--- config.mk ---
export PLATFORM = sky130hd
export DESIGN_NAME = video_timing_gen
export DESIGN_NICKNAME = d
export VERILOG_FILES = /design/src/rtl/video_timing_pkg.sv /design/src/rtl/video_sync_window.sv /design/src/rtl/video_timing_gen.sv
export SDC_FILE = /design/constraint.sdc
export NUM_CORES = 1
export LEC_CHECK = 0
export CORE_ASPECT_RATIO = 1.4
export CORE_UTILIZATION = 50
export CTS_BUF_LIST = sky130_fd_sc_hd__clkbuf_4 sky130_fd_sc_hd__clkbuf_8 sky130_fd_sc_hd__clkbuf_16
export CTS_CLUSTER_DIAMETER = 200
export CTS_CLUSTER_SIZE = 25
export DETAILED_ROUTE_END_ITERATION = 8
export MAX_ROUTING_LAYER = met4
export PLACE_DENSITY = 0.83
export SLEW_MARGIN = 25
export SYNTH_ARGS = -nofsm -noshare
export SYNTH_HDL_FRONTEND = slang
export SYNTH_SLANG_ARGS = --single-unit
--- constraint.sdc ---
create_clock -name clk -period 2.87 [get_ports clk]
set_input_delay 0.4305 -clock clk [delete_from_list [all_inputs] [get_ports clk]]
set_output_delay 0.4305 -clock clk [all_outputs]
set_load 0.01 [all_outputs]
--- src/rtl/video_timing_pkg.sv ---
// Shared video timing constants and counter widths used by the video_out block.
package video_timing_pkg;

    // VDP pixel strobes per VDP line, also display clocks per display line
    localparam int H_TOTAL      = 1368;
    // VDP lines per frame for each standard
    localparam int V_TOTAL_NTSC = 524;
    localparam int V_TOTAL_PAL  = 626;

    // Counter widths sized for the largest standard (PAL)
    localparam int HC_W = 11;   // vdp_hcounter, 0..1367
    localparam int VC_W = 10;   // vdp_vcounter, 0..625
    localparam int DH_W = 11;   // h_cnt, 0..1367
    localparam int DV_W = 11;   // v_cnt, 0..1251

    // Index of the last VDP line of a frame for the selected standard
    function automatic logic [VC_W-1:0] last_line(input logic pal,
                                                  input int   ntsc_total,
                                                  input int   pal_total);
        if (pal) begin
            return VC_W'(pal_total - 1);
        end
        return VC_W'(ntsc_total - 1);
    endfunction

endpackage

--- src/rtl/video_sync_window.sv ---
// Registered window comparator turning display counters into LCD hs/vs/de.
module video_sync_window
    import video_timing_pkg::*;
#(
    parameter int HS_WIDTH    = 96,
    parameter int VS_WIDTH    = 2,
    parameter int H_DE_START  = 200,
    parameter int H_DE_WIDTH  = 1024,
    parameter int V_DE_START  = 40,
    parameter int V_DE_HEIGHT = 960
) (
    input  logic            clk,
    input  logic            reset_n,
    input  logic [DH_W-1:0] h_cnt,
    input  logic [DV_W-1:0] v_cnt,
    output logic            hs,
    output logic            vs,
    output logic            de
);

    // One extra bit so window ends past the counter range cannot wrap
    localparam int HX_W = DH_W + 1;
    localparam int VX_W = DV_W + 1;

    localparam logic [HX_W-1:0] HS_END   = HX_W'(HS_WIDTH);
    localparam logic [VX_W-1:0] VS_END   = VX_W'(VS_WIDTH);
    localparam logic [HX_W-1:0] H_DE_LO  = HX_W'(H_DE_START);
    localparam logic [HX_W-1:0] H_DE_HI  = HX_W'(H_DE_START + H_DE_WIDTH);
    localparam logic [VX_W-1:0] V_DE_LO  = VX_W'(V_DE_START);
    localparam logic [VX_W-1:0] V_DE_HI  = VX_W'(V_DE_START + V_DE_HEIGHT);

    logic [HX_W-1:0] h_ext;
    logic [VX_W-1:0] v_ext;
    logic            hs_next;
    logic            vs_next;
    logic            de_next;

    // Window decode of the current counter values; a vertical window that
    // extends past the frame simply never sees its tail lines
    always_comb begin
        h_ext   = {1'b0, h_cnt};
        v_ext   = {1'b0, v_cnt};
        hs_next = (h_ext < HS_END);
        vs_next = (v_ext < VS_END);
        de_next = (h_ext >= H_DE_LO) && (h_ext < H_DE_HI) &&
                  (v_ext >= V_DE_LO) && (v_ext < V_DE_HI);
    end

    // Register the decode so sync outputs are glitch-free, one clk behind
    always_ff @(posedge clk or negedge reset_n) begin
        if (!reset_n) begin
            hs <= 1'b0;
            vs <= 1'b0;
            de <= 1'b0;
        end else begin
            hs <= hs_next;
            vs <= vs_next;
            de <= de_next;
        end
    end

endmodule

--- src/rtl/video_timing_gen.sv ---
// Master video timing: VDP pixel strobe and counters, scan-doubled display
// counters phase-locked to the VDP line, and registered LCD sync/DE.
module video_timing_gen #(
    parameter int H_TOTAL      = video_timing_pkg::H_TOTAL,
    parameter int V_TOTAL_NTSC = video_timing_pkg::V_TOTAL_NTSC,
    parameter int V_TOTAL_PAL  = video_timing_pkg::V_TOTAL_PAL,
    parameter int HS_WIDTH     = 96,
    parameter int VS_WIDTH     = 2,
    parameter int H_DE_START   = 200,
    parameter int H_DE_WIDTH   = 1024,
    parameter int V_DE_START   = 40,
    parameter int V_DE_HEIGHT  = 960
) (
    input  logic                              clk,
    input  logic                              reset_n,
    input  logic                              pal_mode,
    output logic                              enable,
    output logic [video_timing_pkg::HC_W-1:0] vdp_hcounter,
    output logic [video_timing_pkg::VC_W-1:0] vdp_vcounter,
    output logic [video_timing_pkg::DH_W-1:0] h_cnt,
    output logic [video_timing_pkg::DV_W-1:0] v_cnt,
    output logic                              lcd_hs,
    output logic                              lcd_vs,
    output logic                              lcd_de,
    output logic                              frame_start
);

    import video_timing_pkg::*;

    localparam logic [HC_W-1:0] VDP_H_LAST  = HC_W'(H_TOTAL - 1);
    localparam logic [DH_W-1:0] DISP_H_LAST = DH_W'(H_TOTAL - 1);

    logic            pal_latched;
    logic [VC_W-1:0] last_vline;
    logic            line_end;
    logic            frame_end;
    logic            h_wrap;

    // Wrap conditions for this edge; the display line restarts whenever the
    // VDP line does, which keeps h_cnt locked to the VDP line phase
    always_comb begin
        last_vline = last_line(pal_latched, V_TOTAL_NTSC, V_TOTAL_PAL);
        line_end   = enable && (vdp_hcounter == VDP_H_LAST);
        frame_end  = line_end && (vdp_vcounter == last_vline);
        h_wrap     = line_end || (h_cnt == DISP_H_LAST);
    end

    // Pixel strobe at half the system clock, high after the first edge
    always_ff @(posedge clk or negedge reset_n) begin
        if (!reset_n) begin
            enable <= 1'b0;
        end else begin
            enable <= ~enable;
        end
    end

    // VDP horizontal position, stepping once per pixel strobe
    always_ff @(posedge clk or negedge reset_n) begin
        if (!reset_n) begin
            vdp_hcounter <= '0;
        end else if (enable) begin
            if (line_end) begin
                vdp_hcounter <= '0;
            end else begin
                vdp_hcounter <= vdp_hcounter + 11'd1;
            end
        end
    end

    // VDP line counter, stepping at the end of each VDP line
    always_ff @(posedge clk or negedge reset_n) begin
        if (!reset_n) begin
            vdp_vcounter <= '0;
        end else if (line_end) begin
            if (frame_end) begin
                vdp_vcounter <= '0;
            end else begin
                vdp_vcounter <= vdp_vcounter + 10'd1;
            end
        end
    end

    // Standard selection only changes at a frame boundary, never mid-frame
    always_ff @(posedge clk or negedge reset_n) begin
        if (!reset_n) begin
            pal_latched <= 1'b0;
        end else if (frame_end) begin
            pal_latched <= pal_mode;
        end
    end

    // Frame start marker, high while the counters first show line 0 pixel 0
    always_ff @(posedge clk or negedge reset_n) begin
        if (!reset_n) begin
            frame_start <= 1'b0;
        end else begin
            frame_start <= frame_end;
        end
    end

    // Display horizontal position, one step per clk, two lines per VDP line
    always_ff @(posedge clk or negedge reset_n) begin
        if (!reset_n) begin
            h_cnt <= '0;
        end else if (h_wrap) begin
            h_cnt <= '0;
        end else begin
            h_cnt <= h_cnt + 11'd1;
        end
    end

    // Display line counter; the VDP frame wrap overrides the line step
    always_ff @(posedge clk or negedge reset_n) begin
        if (!reset_n) begin
            v_cnt <= '0;
        end else if (frame_end) begin
            v_cnt <= '0;
        end else if (h_wrap) begin
            v_cnt <= v_cnt + 11'd1;
        end
    end

    video_sync_window #(
        .HS_WIDTH    (HS_WIDTH),
        .VS_WIDTH    (VS_WIDTH),
        .H_DE_START  (H_DE_START),
        .H_DE_WIDTH  (H_DE_WIDTH),
        .V_DE_START  (V_DE_START),
        .V_DE_HEIGHT (V_DE_HEIGHT)
    ) u_sync_window (
        .clk     (clk),
        .reset_n (reset_n),
        .h_cnt   (h_cnt),
        .v_cnt   (v_cnt),
        .hs      (lcd_hs),
        .vs      (lcd_vs),
        .de      (lcd_de)
    );

endmodule

======== Yosys cells after proc, flatten, opt, wreduce, memory -nomap -nowiden ========
Index checks and enable logic that the tools add are counted.
word-level totals
  register bits after elaboration ......... 49
  input port bits ......................... 3
  output and inout port bits .............. 48
  logic and storage cells ................. 39
cells by class
  $add $sub $neg .......................... 4
  order comparisons ....................... 6
  eq/ne operators ......................... 3
  muxes and demuxes ....................... 8
  bitwise gates (word level) .............. 1
  reduce and logical (&&, ||, !) cells .... 7
operators by type and width
  cell                                                                                  count
  11-bit 2-to-1 mux                                                                     4
  11-bit by 1-bit adder with 11-bit output, second input constant                       3
  10-bit 2-to-1 mux                                                                     3
  11-bit == test, second input constant                                                 2
  11-bit by 6-bit greater-or-equal comparator with 1-bit output, second input constant  1
  11-bit by 8-bit greater-or-equal comparator with 1-bit output, second input constant  1
  11-bit by 10-bit < comparator with 1-bit output, second input constant                1
  11-bit < comparator, second input constant                                            1
  11-bit by 2-bit < comparator with 1-bit output, second input constant                 1
  11-bit by 7-bit < comparator with 1-bit output, second input constant                 1
  10-bit by 1-bit adder with 10-bit output, second input constant                       1
  10-bit == test                                                                        1
  1-bit logical AND                                                                     5
  2-bit nonzero test                                                                    1
  1-bit logical OR                                                                      1
  1-bit 2-to-1 mux                                                                      1
  1-bit inverter                                                                        1

======== Depth between registers and ports, before layout ========
Gate-level depths: netlist of the first run.
  word-level depth ........................ 5
  gate-level depth with buffers ........... 8
  gate-level depth less buffers ........... 6

======== Hierarchy ========
Synthesis of the first run repeated with hierarchy kept, for this count alone.
unflattened totals
  cell total of the unflattened synthesis .. 237
  area, all modules ....................... 2413.6 um^2
by module, submodules not included
  module             times used  cells an instance  area each (um^2)  sequential area each (um^2)
  video_timing_gen   1           219                2244.7            1151.1
  video_sync_window  1           18                 168.9             75.1

======== Least setup slack after synthesis of the first run ========
OpenSTA, ideal clock, no wires.
  path type ............................... reg2reg
  start ................................... reg h_cnt[0] in the netlist's numbering
  end ..................................... reg v_cnt[0] in the netlist's numbering
  library setup time ...................... 92 ps
  data arrival time ....................... 1771 ps
  data required time ...................... 2778 ps
  slack ................................... 1007 ps
  cell stages (with the launch flop) ...... 7
  buffers on the path ..................... 1
  period minus slack after synthesis ...... 1863 ps
  cell sequence ........................... dfrtp_1 > ha_1 > nand4b_1 > or4_4 > buf_6 > and2_4 > o31ai_2
between the ends
  word-level cells in the longest chain between the ends .. 3
RTL lines
  element                       line                     RTL
  start, declared               video_timing_gen.sv:20   output logic [video_timing_pkg::DH_W-1:0] h_cnt,
  start signal, assigned        video_timing_gen.sv:108  h_cnt <= h_cnt + 11'd1;
  11-bit == test                video_timing_gen.sv:45   h_wrap = line_end || (h_cnt == DISP_H_LAST);
  1-bit logical OR              video_timing_gen.sv:45
  2-bit nonzero test (no line)  -
  end signal, assigned          video_timing_gen.sv:119  v_cnt <= v_cnt + 11'd1;
  end, declared                 video_timing_gen.sv:21   output logic [video_timing_pkg::DV_W-1:0] v_cnt,
No other way between the ends.
A chain may end at the register's enable or synchronous reset.

======== Worst setup path in the final report of the first run ========
  start ................................... reg vdp_hcounter[1] in the netlist's numbering
  end ..................................... reg vdp_vcounter[2] in the netlist's numbering
between the ends
  word-level cells in the longest chain between the ends .. 4
RTL lines
  element                 line                    RTL
  start, declared         video_timing_gen.sv:18  output logic [video_timing_pkg::HC_W-1:0] vdp_hcounter,
  start signal, assigned  video_timing_gen.sv:65  vdp_hcounter <= vdp_hcounter + 11'd1;
  11-bit == test (*)      video_timing_gen.sv:43  line_end = enable && (vdp_hcounter == VDP_H_LAST);
  1-bit logical AND (*)   video_timing_gen.sv:43
  1-bit logical AND       video_timing_gen.sv:44  frame_end = line_end && (vdp_vcounter == last_vline);
  10-bit 2-to-1 mux       video_timing_gen.sv:75  if (frame_end) begin
  end signal, assigned    video_timing_gen.sv:78  vdp_vcounter <= vdp_vcounter + 10'd1;
  end, declared           video_timing_gen.sv:19  output logic [video_timing_pkg::VC_W-1:0] vdp_vcounter,
Mark *: on every way between the ends. The rest lies on a longest branch, timed or not.

==> metrics, run 1 <==
Crit. End Element flip-flop; Slew HR 53.0%; wire per inst 14.6 µm; Worst-Margin Slew 702 ps; CTS Buffer Depth 2; Hold WS 117 ps; Fill cells 379; die area 5220 µm²; #FFs+latches synth 49; area delta synth->final 26.6%; Synth area leaders dfrtp_1 (50%), xnor2_1 (7.8%), nor2_1 (4.9%); ratio of final minimum period to clock period 73.7%; Num Clock Sinks 49; final setup TNS 0 ps; Cell Count, Final, Fillers Out 356; Total Wirelength 5220 µm; Detail Route Antenna Nets 0; sequential fraction of the synthesis area 49.7%; Core Area 4640 µm²; via count 1979; hpwl dp 3740 µm; chip height 85.1 µm; Final setup viols 0; CTS resizes 0; Worst Skew 10.0 ps; top cell type by total area after synthesis dfrtp_1; Post-CTS Hold Buffers 0; FFs w/ async S/R, synth 100%; Setup Buffers After CTS 0; post-synthesis cell area 2460 µm²; cts bufs inserted 5; GRT Overall Usage 23.1%; Root Buffer clkbuf_8; pin count of the biggest net entering global routing 28; row count 29; post-route cell area 3120 µm²; Syn. warnings 0; top cell type's share of synthesized area 49.7%; max-slew violations 0; Cell Area, Placed 3020 µm²; Residual DRC 0; Max Cap Violations 0; CTS tree yes; Reg2Reg Setup Slack 760 ps; critical path class reg -> reg; static leakage 1.33 nW; Critical Path AT 2360 ps; input/output buffers 50; r2r startpoint vdp_hcounter[1]$_DFFE_PN0P_; P per Cell Area 379 nW/µm²; most frequent cells in the layout dfrtp_1 (49), clkdlybuf4s50_1 (49), nor2_1 (32); Most used DFF post-synth dfrtp_1; Clock Latency Late Sink 310 ps; die width 61.3 µm; Crit. Startpoint vdp_hcounter[1]$_DFFE_PN0P_; Clock H-tree levels 2; FF-to-FF path depth 6; Layout Nets 302; Startpoint Class flip-flop; initial core utilization 53.1%; unrepaired setup endpoints after global routing no; worst-path maximum fanout 19; Critical Path End vdp_vcounter[2]$_DFFE_PN0P_; Worst Path Required 3120 ps; outcome finished, final reports clean; number of flops mapped to enable cells by yosys 0; total gr overflow 0; dpl cells 349; # diodes 0; initial DRC count 146; antenna violations before repair 0; Hold WC Path Type in -> async; router iterations before antenna repair 4; io pins 51; Yosys cell types 40; Critical R2R Capture vdp_vcounter[2]$_DFFE_PN0P_; number of global-route vias before repair 1922; Fin. Hold Viols 0; Post-Syn Nets 248; routability cong. 0.847; layout cell share with drive strength beyond 1 9.86%; syn avg cell area 10.3 µm²; Peak Freq 473 MHz; post-DR vias/cell 5.56; post-synthesis cell count 240; Tmin final 2110 ps; first-pass GRT wire length 8720 µm; clock-pin transition on the worst setup and hold timing paths 90 ps; maximum VDD drop 0.298 mV
[per-layer routing]
layer  share of wire (%)  track usage (%)
met1                  44             27.5
met2                  52             38.0
met3                 2.7             4.12
met4                 1.8             9.09
met5                   0                -
[how the worst min path moves through the flow]
stage               slack [ps]                    endpoint  depth (start not counted)
global placement           460  u_sync_window.hs$_DFF_PN0_                          1
detailed placement         460  u_sync_window.hs$_DFF_PN0_                          1
floorplan                  130            enable$_DFF_PN0_                          0
global route               160          h_cnt[2]$_DFF_PN0_                          1
CTS                        130          h_cnt[2]$_DFF_PN0_                          1
finish                     120          h_cnt[2]$_DFF_PN0_                          1
[power breakdown]
part / internal, W / switching (W) / total, W
clock: 0.000253 / 0.000223 / 0.000476
combinational: 0.00000343 / 0.0000135 / 0.0000169
sequential: 0.000690 / 0 / 0.000690
[stage by stage]
| stage | util [%] | setup WS (ps) | power, W |
|---|---|---|---|
| CTS | 67.2 | 752 | 0.00119 |
| floorplan | - | 1010 | 0.000704 |
| global placement | 65.0 | 860 | 0.000721 |
| detailed placement | 65.0 | 770 | 0.000722 |
| finish | 67.2 | 756 | 0.00118 |
| global route | 67.2 | 542 | 0.00122 |
[cell type report]
type	count	area, µm²	area share (%)
Sequential cell	49	1230	39.3
Timing Repair Buffer	53	518	16.6
Clock inverter	2	35.0	1.12
Tap cell	62	77.6	2.48
Multi-Input combinational cell	179	1170	37.6
Inverter	6	22.5	0.721
Clock buffer	5	68.8	2.20
[state kept, by name (all words and copies together) (netlist names)]
name	count
v_cnt	11
h_cnt	11
vdp_vcounter	10
vdp_hcounter	11
pal_latched	1
u_sync_window.de	1
enable	1
u_sync_window.hs	1
frame_start	1
u_sync_window.vs	1
[synthesized netlist by cell type (all sizes together), types with 3 or more instances]
cell    count
dfrtp      49
xor2       10
nand3      15
nor3        4
a31oi       3
ha          5
or4         4
o21ai       4
nand4      11
buf         5
a21oi      12
and2        3
inv         6
nand4b      3
nor2       34
xnor2      22
nand2      23
and3       10
[critical path, stage by stage, from the launching register on]
cell and delay (ps):
dfrtp_1 410, ha_1 180, and3_1 280, and3_1 620, nand2_1 140, or3b_1 370
nand2_1 60
[logic make-up (layout without fill, tap and decap cells)]
family,count (synthesis),count (layout),share of synthesized area [%]
and+or+nand+nor,114,114,24.4
xor gates and xnor gates,32,32,11.4
AOI/OAI and AO/OA,26,26,8.43
buffers and inverters,12,66,2.64
muxes,2,2,0.914
DFF,49,49,49.7
adders and majority gates,5,5,2.54
(Power assumes the default switching activity.)
==> run 2, diff against run 1 <==
Clock period 2.87 ns to 2.1 ns, I/O delays scaled along.
==> run 2 against run 1 <==
Against the previous run:
- via count increased by 1.2%
- clock skew decreased by 2.4 ps
- total power increased by 40%
- combinational power increased by 25%
- routed wire length increased by 2.3%
- sequential cell count unchanged
- first-iteration DRC count decreased by 18%
- core utilization increased by 1.3 points
- clock-buffer cell count increased by 2
- design area increased by 2.0%
- die area unchanged
- hold slack got worse by 22 ps
- critical path type unchanged
- critical endpoint is now v_cnt[2]$_DFFE_PN0P_
- highest routed layer unchanged
==> metrics, run 2 (synthesized netlist as in run 1, its figures left out) <==
Crit. Startpoint h_cnt[1]$_DFF_PN0_ (was vdp_hcounter[1]$_DFFE_PN0P_); CTS tree yes (unchanged); Hold WC Path Type in -> async (unchanged); Worst Path Required 2290 ps (was 3120 ps); first-pass GRT wire length 9120 µm (was 8720 µm); via count 2003 (was 1979); static leakage 1.37 nW (was 1.33 nW); CTS Buffer Depth 2 (unchanged); Clock Latency Late Sink 300 ps (was 310 ps); most frequent cells in the layout dfrtp_1 (49), clkdlybuf4s50_1 (49), nor2_1 (32) (unchanged); outcome finished, final reports clean (unchanged); chip height 85.1 µm (unchanged); Residual DRC 0 (unchanged); biggest regs h_cnt: 11 flops, v_cnt: 11 flops, vdp_hcounter: 11 flops (unchanged); Detail Route Antenna Nets 0 (unchanged); router iterations before antenna repair 4 (unchanged); critical path class reg -> reg (unchanged); area delta synth->final 29.1% (was 26.6%); Setup Buffers After CTS 0 (unchanged); worst-path maximum fanout 12 (was 19); Tmin final 2020 ps (was 2110 ps); Worst Skew 7.65 ps (was 10.0 ps); Worst-Margin Slew 778 ps (was 702 ps); Post-CTS Hold Buffers 0 (unchanged); layout cell share with drive strength beyond 1 12.0% (was 9.86%); ratio of final minimum period to clock period 96.0% (was 73.7%); die width 61.3 µm (unchanged); P per Cell Area 521 nW/µm² (was 379 nW/µm²); Fill cells 384 (was 379); Num Clock Sinks 49 (unchanged); clock-pin transition on the worst setup and hold timing paths 90 ps (about the same); antenna violations before repair 0 (unchanged); maximum VDD drop 0.545 mV (was 0.298 mV); CP peak stage delay 620 ps (about the same); initial DRC count 120 (was 146); total gr overflow 0 (unchanged); cts bufs inserted 5 (unchanged); wire per inst 14.7 µm (was 14.6 µm); # diodes 0 (unchanged); r2r startpoint h_cnt[1]$_DFF_PN0_ (was vdp_hcounter[1]$_DFFE_PN0P_); unrepaired setup endpoints after global routing no (unchanged); CP max-delay cell or4_4 (was and3_1); dpl cells 355 (was 349); Peak Freq 496 MHz (was 473 MHz); number of global-route vias before repair 1966 (was 1922); GRT Overall Usage 23.7% (was 23.1%); crit-path cells ha_1 -> nand4b_1 -> or4_4 -> a21boi_0 -> xnor2_1 -> nor2_1 (was ha_1 -> and3_1 -> and3_1 -> nand2_1 -> or3b_1 -> nand2_1); Total Wirelength 5340 µm (was 5220 µm); die area 5220 µm² (unchanged); Slew HR 47.9% (was 53.0%); Max Cap Violations 0 (unchanged); input/output buffers 50 (unchanged); final setup TNS 0 ps (unchanged); initial core utilization 53.1% (unchanged); Clock H-tree levels 2 (unchanged); CTS resizes 0 (unchanged); row count 29 (unchanged); Fin. Hold Viols 0 (unchanged); Critical Path AT 2200 ps (was 2360 ps); Cell Count, Final, Fillers Out 363 (was 356); Final setup viols 0 (unchanged); Core Area 4640 µm² (unchanged); Root Buffer clkbuf_8 (unchanged); routability cong. 0.825 (was 0.847); hpwl dp 3850 µm (was 3740 µm); max-slew violations 0 (unchanged); Crit. End Element flip-flop (unchanged); FF-to-FF path depth 6 (unchanged); io pins 51 (unchanged); Layout Nets 308 (was 302); Startpoint Class flip-flop (unchanged); pin count of the biggest net entering global routing 50 (was 28); post-DR vias/cell 5.52 (was 5.56)
run 2: changes by cell type in the layout (fill, tap and decap cells not counted), sizes merged:
cell    previous run  this run
buf                4        10
clkbuf             5         7
clkinv             1         0
run 2: area by class of cell:
class / count / area, µm² / share of cell area [%]
Sequential cell: 49 / 1230 / 38.5
Tap cell: 62 / 77.6 / 2.44
Clock inverter: 1 / 30.0 / 0.943
Multi-Input combinational cell: 179 / 1170 / 36.9
Clock buffer: 7 / 90.1 / 2.83
Inverter: 6 / 22.5 / 0.708
Timing Repair Buffer: 59 / 563 / 17.7
run 2: metrics by stage:
stage | worst slack [ps] | power, W | hold WS, ps | instance area (µm²) | utilization, %
2_1_floorplan | 237 | 0.000962 | 19.4 | 2460 | -
3_3_place_gp | 219 | 0.000984 | 451 | 3060 | 65.9
3_5_place_dp | 106 | 0.000984 | 449 | 3060 | 65.9
4_1_cts | 76.8 | 0.00168 | 121 | 3180 | 68.5
5_1_grt | 8.49 | 0.00172 | 163 | 3180 | 68.5
6_report | 83.9 | 0.00166 | 95.3 | 3180 | 68.5
run 2: worst paths after layout:
kind	end	slack (ps)
setup / recovery	v_cnt[2]$_DFFE_PN0P_	80
hold / removal	u_sync_window.hs$_DFF_PN0_	100
setup reg to reg	v_cnt[2]$_DFFE_PN0P_	80
hold reg to reg	vdp_hcounter[2]$_DFFE_PN0P_	530
max in group asynchronous	u_sync_window.vs$_DFF_PN0_	1590
min in group clk	vdp_hcounter[2]$_DFFE_PN0P_	530
run 2: critical path: cells and delay by family (launching register included):
kind | cells | cell delay [ps]
flip-flops | 1 | 420
adder cells (fa/ha/maj) | 1 | 260
AO/OA/AOI/OAI | 1 | 270
XOR/XNOR | 1 | 160
AND/OR/NAND/NOR | 3 | 790
run 2: power by group:
part           internal (W)  switching, W  leakage, nW
sequential         0.000942             0        0.645
combinational    0.00000351     0.0000177        0.660
clock              0.000401      0.000295       0.0619
run 2: routing by layer:
layer  global-route usage [%]  vias up  part of all wire [%]
li1                         -      957                     -
met1                     29.2      990                    42
met2                     38.5       46                    53
met3                     4.73       10                   2.9
met4                     7.47        0                   1.8
met5                        -        -                     0
==> run 3, diff against run 2 <==
Settings changed: CORE_UTILIZATION 50 to 51, PLACE_DENSITY 0.83 to 0.85.
==> run 3 against run 2 <==
Against the previous run:
- via count hardly changed
- clock-buffer cell count shrank 1
- sequential share of layout area is 0.091 points higher
- total power down 7.6%
- design area is 0.24% lower
- final cell count is the same
- clock skew is 0.88 ps lower
- sequential cell count is the same
- register-to-register slack better by 50 ps
- non-clock buffer count rose by 1
- critical endpoint unchanged
- largest cell class unchanged
- largest power group unchanged
==> metrics, run 3 (synthesized netlist as in run 1, its figures left out) <==
outcome finished, final reports clean (unchanged); Fin. Hold Viols 0 (unchanged); CP max-delay cell or4_4 (unchanged); maximum VDD drop 0.376 mV (was 0.545 mV); Startpoint Class flip-flop (unchanged); Multi-input gate area 1170 µm² (unchanged); Worst Path Required 2290 ps (about the same); Tmin final 1960 ps (was 2020 ps); Num Clock Sinks 49 (unchanged); post-DR vias/cell 5.52 (about the same); die area 5120 µm² (was 5220 µm²); total gr overflow 0 (unchanged); Clock H-tree levels 2 (unchanged); Residual DRC 0 (unchanged); area delta synth->final 28.8% (was 29.1%); Worst Skew 6.77 ps (was 7.65 ps); wire per inst 14.7 µm (about the same); row count 29 (unchanged); dpl cells 355 (unchanged); clock-pin transition on the worst setup and hold timing paths 90 ps (about the same); Max Cap Violations 0 (unchanged); Tot Pwr 0.00153 W (was 0.00166 W); biggest regs h_cnt: 11 flops, v_cnt: 11 flops, vdp_hcounter: 11 flops (unchanged); Core Area 4570 µm² (was 4640 µm²); Critical Path AT 2160 ps (was 2200 ps); Buf/Inv on CP 0 (unchanged); initial core utilization 53.9% (was 53.1%); crit-path cells ha_1 -> nand4b_1 -> or4_4 -> a21boi_0 -> xnor2_1 -> nor2_1 (unchanged); FF-to-FF path depth 6 (unchanged); router iterations before antenna repair 4 (unchanged); routability cong. 0.859 (was 0.825); unrepaired setup endpoints after global routing no (unchanged); first-pass GRT wire length 8820 µm (was 9120 µm); CP peak stage delay 620 ps (about the same); CTS Buffer Depth 2 (unchanged); antenna violations before repair 0 (unchanged); CTS resizes 0 (unchanged); Slew HR 50.6% (was 47.9%); critical path class reg -> reg (unchanged); P per Cell Area 483 nW/µm² (was 521 nW/µm²); Hold WS 520 ps (was 95.3 ps); Peak Freq 509 MHz (was 496 MHz); layout cell share with drive strength beyond 1 11.6% (was 12.0%); Fill cells 375 (was 384); Layout Nets 309 (was 308); pin count of the biggest net entering global routing 28 (was 50); chip height 84.3 µm (was 85.1 µm); register area 1230 µm² (unchanged); die width 60.8 µm (was 61.3 µm); input/output buffers 50 (unchanged); post-route cell area 3180 µm² (about the same); Crit. End Element flip-flop (unchanged); CTS tree yes (unchanged); Critical R2R Capture v_cnt[2]$_DFFE_PN0P_ (unchanged); Detail Route Antenna Nets 0 (unchanged); ratio of final minimum period to clock period 93.5% (was 96.0%); most frequent cells in the layout dfrtp_1 (49), clkdlybuf4s50_1 (49), nor2_1 (32) (unchanged); Crit. Startpoint h_cnt[1]$_DFF_PN0_ (unchanged); io pins 51 (unchanged); # diodes 0 (unchanged); Reg2Reg Setup Slack 140 ps (was 80 ps); via count 2004 (was 2003); Total Wirelength 5350 µm (was 5340 µm); final setup TNS 0 ps (unchanged); Worst-Margin Slew 738 ps (was 778 ps); worst-path maximum fanout 12 (unchanged); family with the most delay on the worst path simple AND/OR/NAND/NOR gates (unchanged); GRT Overall Usage 24.0% (was 23.7%); hpwl dp 3920 µm (was 3850 µm); cts bufs inserted 5 (unchanged); Clock Latency Late Sink 300 ps (about the same); Cell Count, Final, Fillers Out 363 (unchanged); Final setup viols 0 (unchanged); Root Buffer clkbuf_8 (unchanged); Hold WC Path Type in -> async (unchanged); max-slew violations 0 (unchanged); static leakage 1.36 nW (was 1.37 nW); r2r startpoint h_cnt[1]$_DFF_PN0_ (unchanged); number of global-route vias before repair 1911 (was 1966); initial DRC count 169 (was 120); Cell Area, Placed 3080 µm² (was 3060 µm²)
==> run 3: worst register-to-register path, cell delays in order (launching register included) <==
cell	delay, ps
dfrtp_1	430
ha_1	260
nand4b_1	110
or4_4	620
a21boi_0	250
xnor2_1	140
nor2_1	50
==> run 3: final cells by class <==
type / instances / area share, %
sequential: 49 / 38.6
inverter: 6 / 0.709
timing repair buffer: 60 / 18.4
clock inverter: 1 / 0.236
clock buffer: 6 / 2.60
multi-input combinational: 179 / 37.0
tap: 62 / 2.44
==> run 3: through the flow <==
stage	setup slack, ps	util [%]
floorplan	237	-
global placement	226	67.3
detailed placement	154	67.3
CTS	128	69.5
global route	25.4	69.5
finish	137	69.5
==> run 3: worst max-delay path by stage <==
stage                                 to  slack, ps  depth (start not counted)
detailed placement  v_cnt[2]$_DFFE_PN0P_        150                          6
finish              v_cnt[2]$_DFFE_PN0P_        140                          6
global placement    v_cnt[2]$_DFFE_PN0P_        230                          6
global route        v_cnt[2]$_DFFE_PN0P_         30                          6
CTS                 v_cnt[2]$_DFFE_PN0P_        130                          6
floorplan           v_cnt[0]$_DFFE_PN0P_        240                          6
==> run 3: power by group <==
group	switching, W	internal [W]	leakage [nW]
Clock	0.000304	0.000261	0.0433
Combinational	0.0000188	0.00000720	0.670
Sequential	0	0.000942	0.645
Total	0.000323	0.00121	1.36
==> run 3: per-layer routing <==
metal | GRT usage, % | share of wire, %
met1 | 28.6 | 40
met2 | 38.8 | 55
met3 | 4.78 | 3.0
met5 | - | 0
met4 | 10.1 | 2.5
==> run 3: timing repair <==
item	4_1_cts	5_1_grt
setup buffers	0	0
hold buffers	1	0
endpoints found under the hold margin	19	0
setup endpoints to repair	0	0
